==> src/rtl/rvfi_check_sequencer.sv <==
// Purpose: single-shot trigger/check sequencer for RVFI formal checkers.
//          Counts cycles from reset and opens a trigger window. It fires trig on
//          the first retirement on the checked channel, then pulses check once
//          at DEPTH.
// Latency: trig is combinational from rvfi_valid (same cycle). trig_order and
//          trig_cycle update on the edge ending the trig cycle. check is
//          registered and is high during cycle DEPTH.
// Backpressure: none. The RVFI bus is observed only and never stalled.
// Ports:   clock, reset (sync, active-high); rvfi_valid[NRET]; rvfi_order[64*NRET];
//          trig, check, trig_order[64], trig_cycle[CW], cycle[CW], done, miss.
module rvfi_check_sequencer #(
    parameter int NRET        = 1,
    parameter int CHANNEL_IDX = 0,
    parameter int SKIP        = 0,
    parameter int DEPTH       = 20,
    parameter int CW          = $clog2(DEPTH + 1)
) (
    input  logic                 clock,
    input  logic                 reset,
    input  logic [NRET-1:0]      rvfi_valid,
    input  logic [64*NRET-1:0]   rvfi_order,
    output logic                 trig,
    output logic                 check,
    output logic [63:0]          trig_order,
    output logic [CW-1:0]        trig_cycle,
    output logic [CW-1:0]        cycle,
    output logic                 done,
    output logic                 miss
);

    typedef enum logic [2:0] {
        WARMUP = 3'd0,
        ARMED  = 3'd1,
        HOLD   = 3'd2,
        CHECK  = 3'd3,
        DONE   = 3'd4
    } state_t;

    // Last cycle index of each phase; transitions happen on the edge leaving it.
    localparam logic [CW-1:0] SKIP_LAST  = CW'((SKIP > 0) ? SKIP - 1 : 0);
    localparam logic [CW-1:0] DEPTH_LAST = CW'(DEPTH - 1);
    localparam logic [CW-1:0] DEPTH_SAT  = CW'(DEPTH);

    state_t      state;
    state_t      state_next;
    logic        sel_valid;
    logic [63:0] sel_order;
    logic        miss_set;

    assign sel_valid = rvfi_valid[CHANNEL_IDX];
    assign sel_order = rvfi_order[64*CHANNEL_IDX +: 64];

    // Other channels are deliberately not observed.
    logic unused_inputs;
    assign unused_inputs = ^{rvfi_valid, rvfi_order};

    // State register
    always_ff @(posedge clock) begin
        if (reset) begin
            if (SKIP > 0) begin
                state <= WARMUP;
            end else begin
                state <= ARMED;
            end
        end else begin
            state <= state_next;
        end
    end

    // Next-state logic
    always_comb begin
        state_next = state;
        case (state)
            WARMUP: begin
                if (cycle == SKIP_LAST) begin
                    state_next = ARMED;
                end
            end
            ARMED: begin
                if (sel_valid) begin
                    // A trigger in the last window cycle goes straight to CHECK.
                    state_next = (cycle == DEPTH_LAST) ? CHECK : HOLD;
                end else if (cycle == DEPTH_LAST) begin
                    state_next = DONE;
                end
            end
            HOLD: begin
                if (cycle == DEPTH_LAST) begin
                    state_next = CHECK;
                end
            end
            CHECK:   state_next = DONE;
            DONE:    state_next = DONE;
            default: state_next = DONE;
        endcase
    end

    // Output logic. trig is gated by reset so a valid held through reset cannot
    // leak a trigger in the reset cycle.
    always_comb begin
        trig     = 1'b0;
        miss_set = 1'b0;
        if (!reset && state == ARMED) begin
            trig     = sel_valid;
            miss_set = !sel_valid && (cycle == DEPTH_LAST);
        end
    end

    // Cycle counter, captured trigger data and registered status outputs
    always_ff @(posedge clock) begin
        if (reset) begin
            cycle      <= '0;
            trig_order <= '0;
            trig_cycle <= '0;
            check      <= 1'b0;
            done       <= 1'b0;
            miss       <= 1'b0;
        end else begin
            if (cycle != DEPTH_SAT) begin
                cycle <= cycle + CW'(1);
            end
            if (trig) begin
                trig_order <= sel_order;
                trig_cycle <= cycle;
            end
            check <= (state_next == CHECK);
            done  <= (state_next == DONE);
            if (miss_set) begin
                miss <= 1'b1;
            end
        end
    end

endmodule

==> config.mk <==
export PLATFORM = sky130hd
export DESIGN_NAME = rvfi_check_sequencer
export DESIGN_NICKNAME = d
export VERILOG_FILES = /design/src/rtl/rvfi_check_sequencer.sv
export SDC_FILE = /design/constraint.sdc
export NUM_CORES = 1
export LEC_CHECK = 0
export ABC_AREA = 1
export ABC_CLOCK_PERIOD_IN_PS = 2600
export BUFFER_PORTS_ARGS = -buffer_cell sky130_fd_sc_hd__buf_2
export CAP_MARGIN = 20
export CORE_ASPECT_RATIO = 1.25
export CORE_MARGIN = 2
export CORE_UTILIZATION = 45
export CTS_CLUSTER_SIZE = 14
export DETAILED_ROUTE_END_ITERATION = 7
export HOLD_SLACK_MARGIN = 0.08
export MAX_ROUTING_LAYER = met4
export PLACE_DENSITY = 0.76
export SETUP_SLACK_MARGIN = 0.3
export SLEW_MARGIN = 5
export SYNTH_ARGS = -nofsm -noshare
export SYNTH_HDL_FRONTEND = slang
export SYNTH_SLANG_ARGS = --single-unit
==> constraint.sdc <==
create_clock -name clock -period 2.6 [get_ports clock]
set_clock_uncertainty 0.05 [all_clocks]
set_input_delay 0.65 -clock clock [delete_from_list [all_inputs] [get_ports clock]]
set_output_delay 0.65 -clock clock [all_outputs]
set_load 0.05 [all_outputs]
# Word level (Yosys, flattened, before mapping)
# Cells that the tools add are included.
[word_totals] register_bits=80 in_bits=67 output_inout_bits=78 elab_cells=28
[op_classes] add_sub_neg=1 n_eq_ne=6 muxes=8 reduce_logical=6
[op_table] cell="3-bit 2-to-1 mux" n=4
[op_table] cell="3-bit one-hot mux with 3 select lines" n=1
[op_table] cell="3-bit by 2-bit equality test with 1-bit output, second input constant" n=2
[op_table] cell="5-bit by 1-bit adder with 5-bit output, second input constant" n=1
[op_table] cell="5-bit equality test, second input constant" n=1
[op_table] cell="5-bit zero test" n=1
[op_table] cell="5-bit inequality test, second input constant" n=1
[op_table] cell="3-bit by 1-bit equality test with 1-bit output, second input constant" n=1
[op_table] cell="3-bit equality test, second input constant" n=1
[op_table] cell="3-bit zero test" n=1
[op_table] cell="1-bit 2-to-1 mux" n=3
[op_table] cell="1-bit logical AND" n=2
[op_table] cell="1-bit zero test" n=2

# Depth between registers and ports, before layout
[logic_depth] depth_word=5 ltp_mapped=9 depth_no_buf=7

# Least setup slack after synthesis
# No wires, ideal clock.
[synth_path] kind="input to output" start="input reset" end="output trig" t_arrival_ps=1769 slack_ps=131 stages=3 cell_sequence="buf_2 > clkbuf_1 > nor2_1"
[synth_between] elab_chain_len=3
[synth_rtl] element="from (decl)" line_no="19" text="input logic reset,"
[synth_rtl] element="1-bit zero test" line_no="103" text="if (!reset && state == ARMED) begin"
[synth_rtl] element="1-bit logical AND" line_no="103"
[synth_rtl] element="1-bit 2-to-1 mux" line_no="103"
[synth_rtl] element="to (decl)" line_no="22" text="output logic trig,"
# No other way between the ends.

# Final worst setup path
[layout_path] start="register state[1]" end="output trig"
[layout_between] elab_chain_len=3
[layout_rtl] element="from (decl)" line_no="44" text="state_t state;"
[layout_rtl] element="from (signal assigned)" line_no="66" text="state <= state_next;"
[layout_rtl] element="3-bit by 1-bit equality test with 1-bit output" line_no="103"
[layout_rtl] element="1-bit logical AND" line_no="103"
[layout_rtl] element="1-bit 2-to-1 mux" line_no="103"
# No other way between the ends.

==> results.toml <==
[worst_setup_path]
crit_chain = "inv_2 -> nand2_1 -> nor2_4 -> nand2_4 -> nor2_2 -> buf_2"
cp_top_family = "simple AND/OR/NAND/NOR gates"
slowest_stage = "dfxtp_1"
rr_startpoint = "state[1]"
reg2reg_slack_ps = 1040
path_buf_inv = 2
crit_path_max_incr_delay_ps = 330
r2r-end = "trig_order[55]"
crit_path_end_kind = "output port"
worstPathArrival_ps = 1400
critPathLaunchType = "flip-flop"
critical_path_required_ps = 1900
crit_fanout = 12
reg2reg_depth = 8
path_class = "reg -> out"

[cells_and_area]
nets = 570
layout_common_cells = "buf_2 (144), nand2_1 (111), dfxtp_1 (80)"
fin_util_pct = 61.5
drive_gt1_share_pct = 37.2
diodes = 0
fillers = 584
layout_commonest_cell = "buf_2"
syn2layout_area_growth_pct = 31.5

[global_route]
first_global_vias = 2626
grt_max_degree = 62
antenna_found_initial = 0
track_usage_pct = 20.0
grt.overflow.total = 0
grt_pass1_wl_mm = 11.3

[placement]
place_ws_ps = 668
port_buffers = 144
hpwl_mm = 4.81
gp_congestion = 0.753

[die]
num_io_pins = 145
core-area_um2 = 6250
die_h_um = 94.1
die_w_um = 76.1
die_area_um2 = 7160
initial_core_util_pct = 46.8
fp-row-count = 32

[sta]
setup_viol = 0
max_slew_margin_pct = 55.4
fin_crit_ps = 2100
worst_pin_slew_ps = 669
final_hold_viol_count = 0
rsz0062_at_grt = "no"
fin_ws_ps = 501
drv_slew = 0
fmaxAchievable_mhz = 476
hold_ws_ps = 410
fin_crit_sh_pct = 80.7
setup_tns_ps = 0

[detailed_routing]
drc = 0
wl_per_cell_um = 11.9
dr_total_vias = 2838
drt_iter0_drc = 103
drtAntennaViolNets = 0
wirelength_mm = 6.99
dr.pass1.iters = 4
vias_per_cell = 4.81

[clock_network]
cts_sinks = 80
cts_tree = "yes"
htree_levels = 3
post_cts.repair.setup_buffers = 0
cts_buffers = 9
hold_buffers = 0
clkLatencyLatePin_ps = 340
clk_path_buf_depth = 2
clk_pin_slew_worst_paths_ps = 80
clockRootBuffer = "clkbuf_8"
cts-resized-gates = 0

[synth]
netlist_instances = 364
syn_area_um2 = 2920
yosysTopAreaCellShare_pct = 54.8
synth_nets = 433
synth.top_cells.by_area = "dfxtp_1 (55%), nand2_1 (14%), a21oi_1 (9.4%)"
synth-seq-area-share_pct = 54.8
synth_seq_cells = 80
yosys.area.top_type = "dfxtp_1"
synth_warnings = 0
synth_cell_types = 21
syn_area_per_cell_um2 = 8.03

[pwr]
leakage_nw = 1.84
p_sw_mw = 1.05
p_comb_share_pct = 26.0
seq_power_share_pct = 46.5
switching_share_pct = 35.6
power.density_nw_per_um2 = 771
p_int_mw = 1.91
ir_worst_vdd_v = 0.000444
p_clk_share_pct = 27.5

[hold_path]
hold_path_depth = 2
hp-class = "reg -> reg"
holdPathEnd = "miss"
hp-start = "miss"

[status]
status = "completed"

[run]
cap_violations = 0
==> state kept, by name, indices dropped and copies added (netlist names) <==
register and flops:
trig_cycle 5, state 3, cycle 5, check 1, trig_order 64, done 1, miss 1
==> cell usage after synthesis <==
| library cell | n |
|---|---|
| nand2_2 | 10 |
| inv_2 | 2 |
| ha_1 | 2 |
| buf_6 | 1 |
| nor2_4 | 1 |
| o21a_1 | 1 |
| xor2_1 | 2 |
| clkbuf_1 | 10 |
| dfxtp_1 | 80 |
| nand3_1 | 7 |
| a21oi_2 | 10 |
| inv_1 | 9 |
| nor3_1 | 1 |
| nor2_1 | 33 |
| nand2_1 | 111 |
| nand4_1 | 1 |
| o21ai_0 | 15 |
| buf_2 | 11 |
| nand2_4 | 1 |
| buf_8 | 1 |
| a21oi_1 | 55 |
==> cell families (layout without fill, tap and decap cells) <==
logic type	count (synthesis)	in the layout	synth area share, %
compound gates	81	81	15.2
xor+xnor	2	2	0.600
fa+ha+maj	2	2	0.856
buf+inv	34	175	5.48
flops	80	80	54.8
simple gates	165	165	23.0
==> worst register-to-register path, stage by stage (launching register included) <==
cell,delay [ps]
dfxtp_1,330
inv_2,60
nand2_1,70
nor2_4,130
nand2_4,120
inv_2,80
buf_4,390
nand2_1,130
a21oi_1,130
==> through the flow <==
stage	cell area, µm²	total power, mW	instances
after floorplan	2920	1.99	364
after global placement	3670	2.17	575
after detailed placement	3670	2.18	575
after CTS	3840	2.99	590
after global routing	3840	3.11	590
final	3840	2.96	590
==> area by class of cell <==
cell class	count	area [µm²]	share of cell area (%)
Clock buffer	12	155	4.04
Clock inverter	3	17.5	0.456
Inverter	11	41.3	1.07
Multi-Input combinational cell	250	1160	30.3
Sequential cell	80	1600	41.7
Tap cell	85	106	2.77
Timing Repair Buffer	149	758	19.7
==> per-layer routing <==
metal	up-vias	share of wire [%]	GRT usage, %
li1	1435	-	-
met1	1290	43	21.6
met2	98	49	35.2
met3	15	5.4	3.85
met4	0	2.7	10.8
met5	-	0	-
==> power groups by stage <==
stage / Combinational [mW] / Clock [mW] / Sequential [mW]
6_report: 0.770 / 0.813 / 1.38
5_1_grt: 0.827 / 0.893 / 1.39
4_1_cts: 0.777 / 0.838 / 1.38
3_5_place_dp: 0.776 / 0 / 1.41
3_3_place_gp: 0.764 / 0 / 1.40
2_1_floorplan: 0.256 / 0 / 1.73
==> worst max-delay path by stage <==
stage / start / end / slack, ps / depth (start not counted)
floorplan: reset / trig / 340 / 3
global placement: rvfi_valid / trig / 680 / 4
detailed placement: rvfi_valid / trig / 670 / 4
CTS: state[1] / trig / 480 / 6
global route: state[1] / trig / 410 / 6
finish: state[1] / trig / 500 / 6
(Power assumes the default switching activity.)
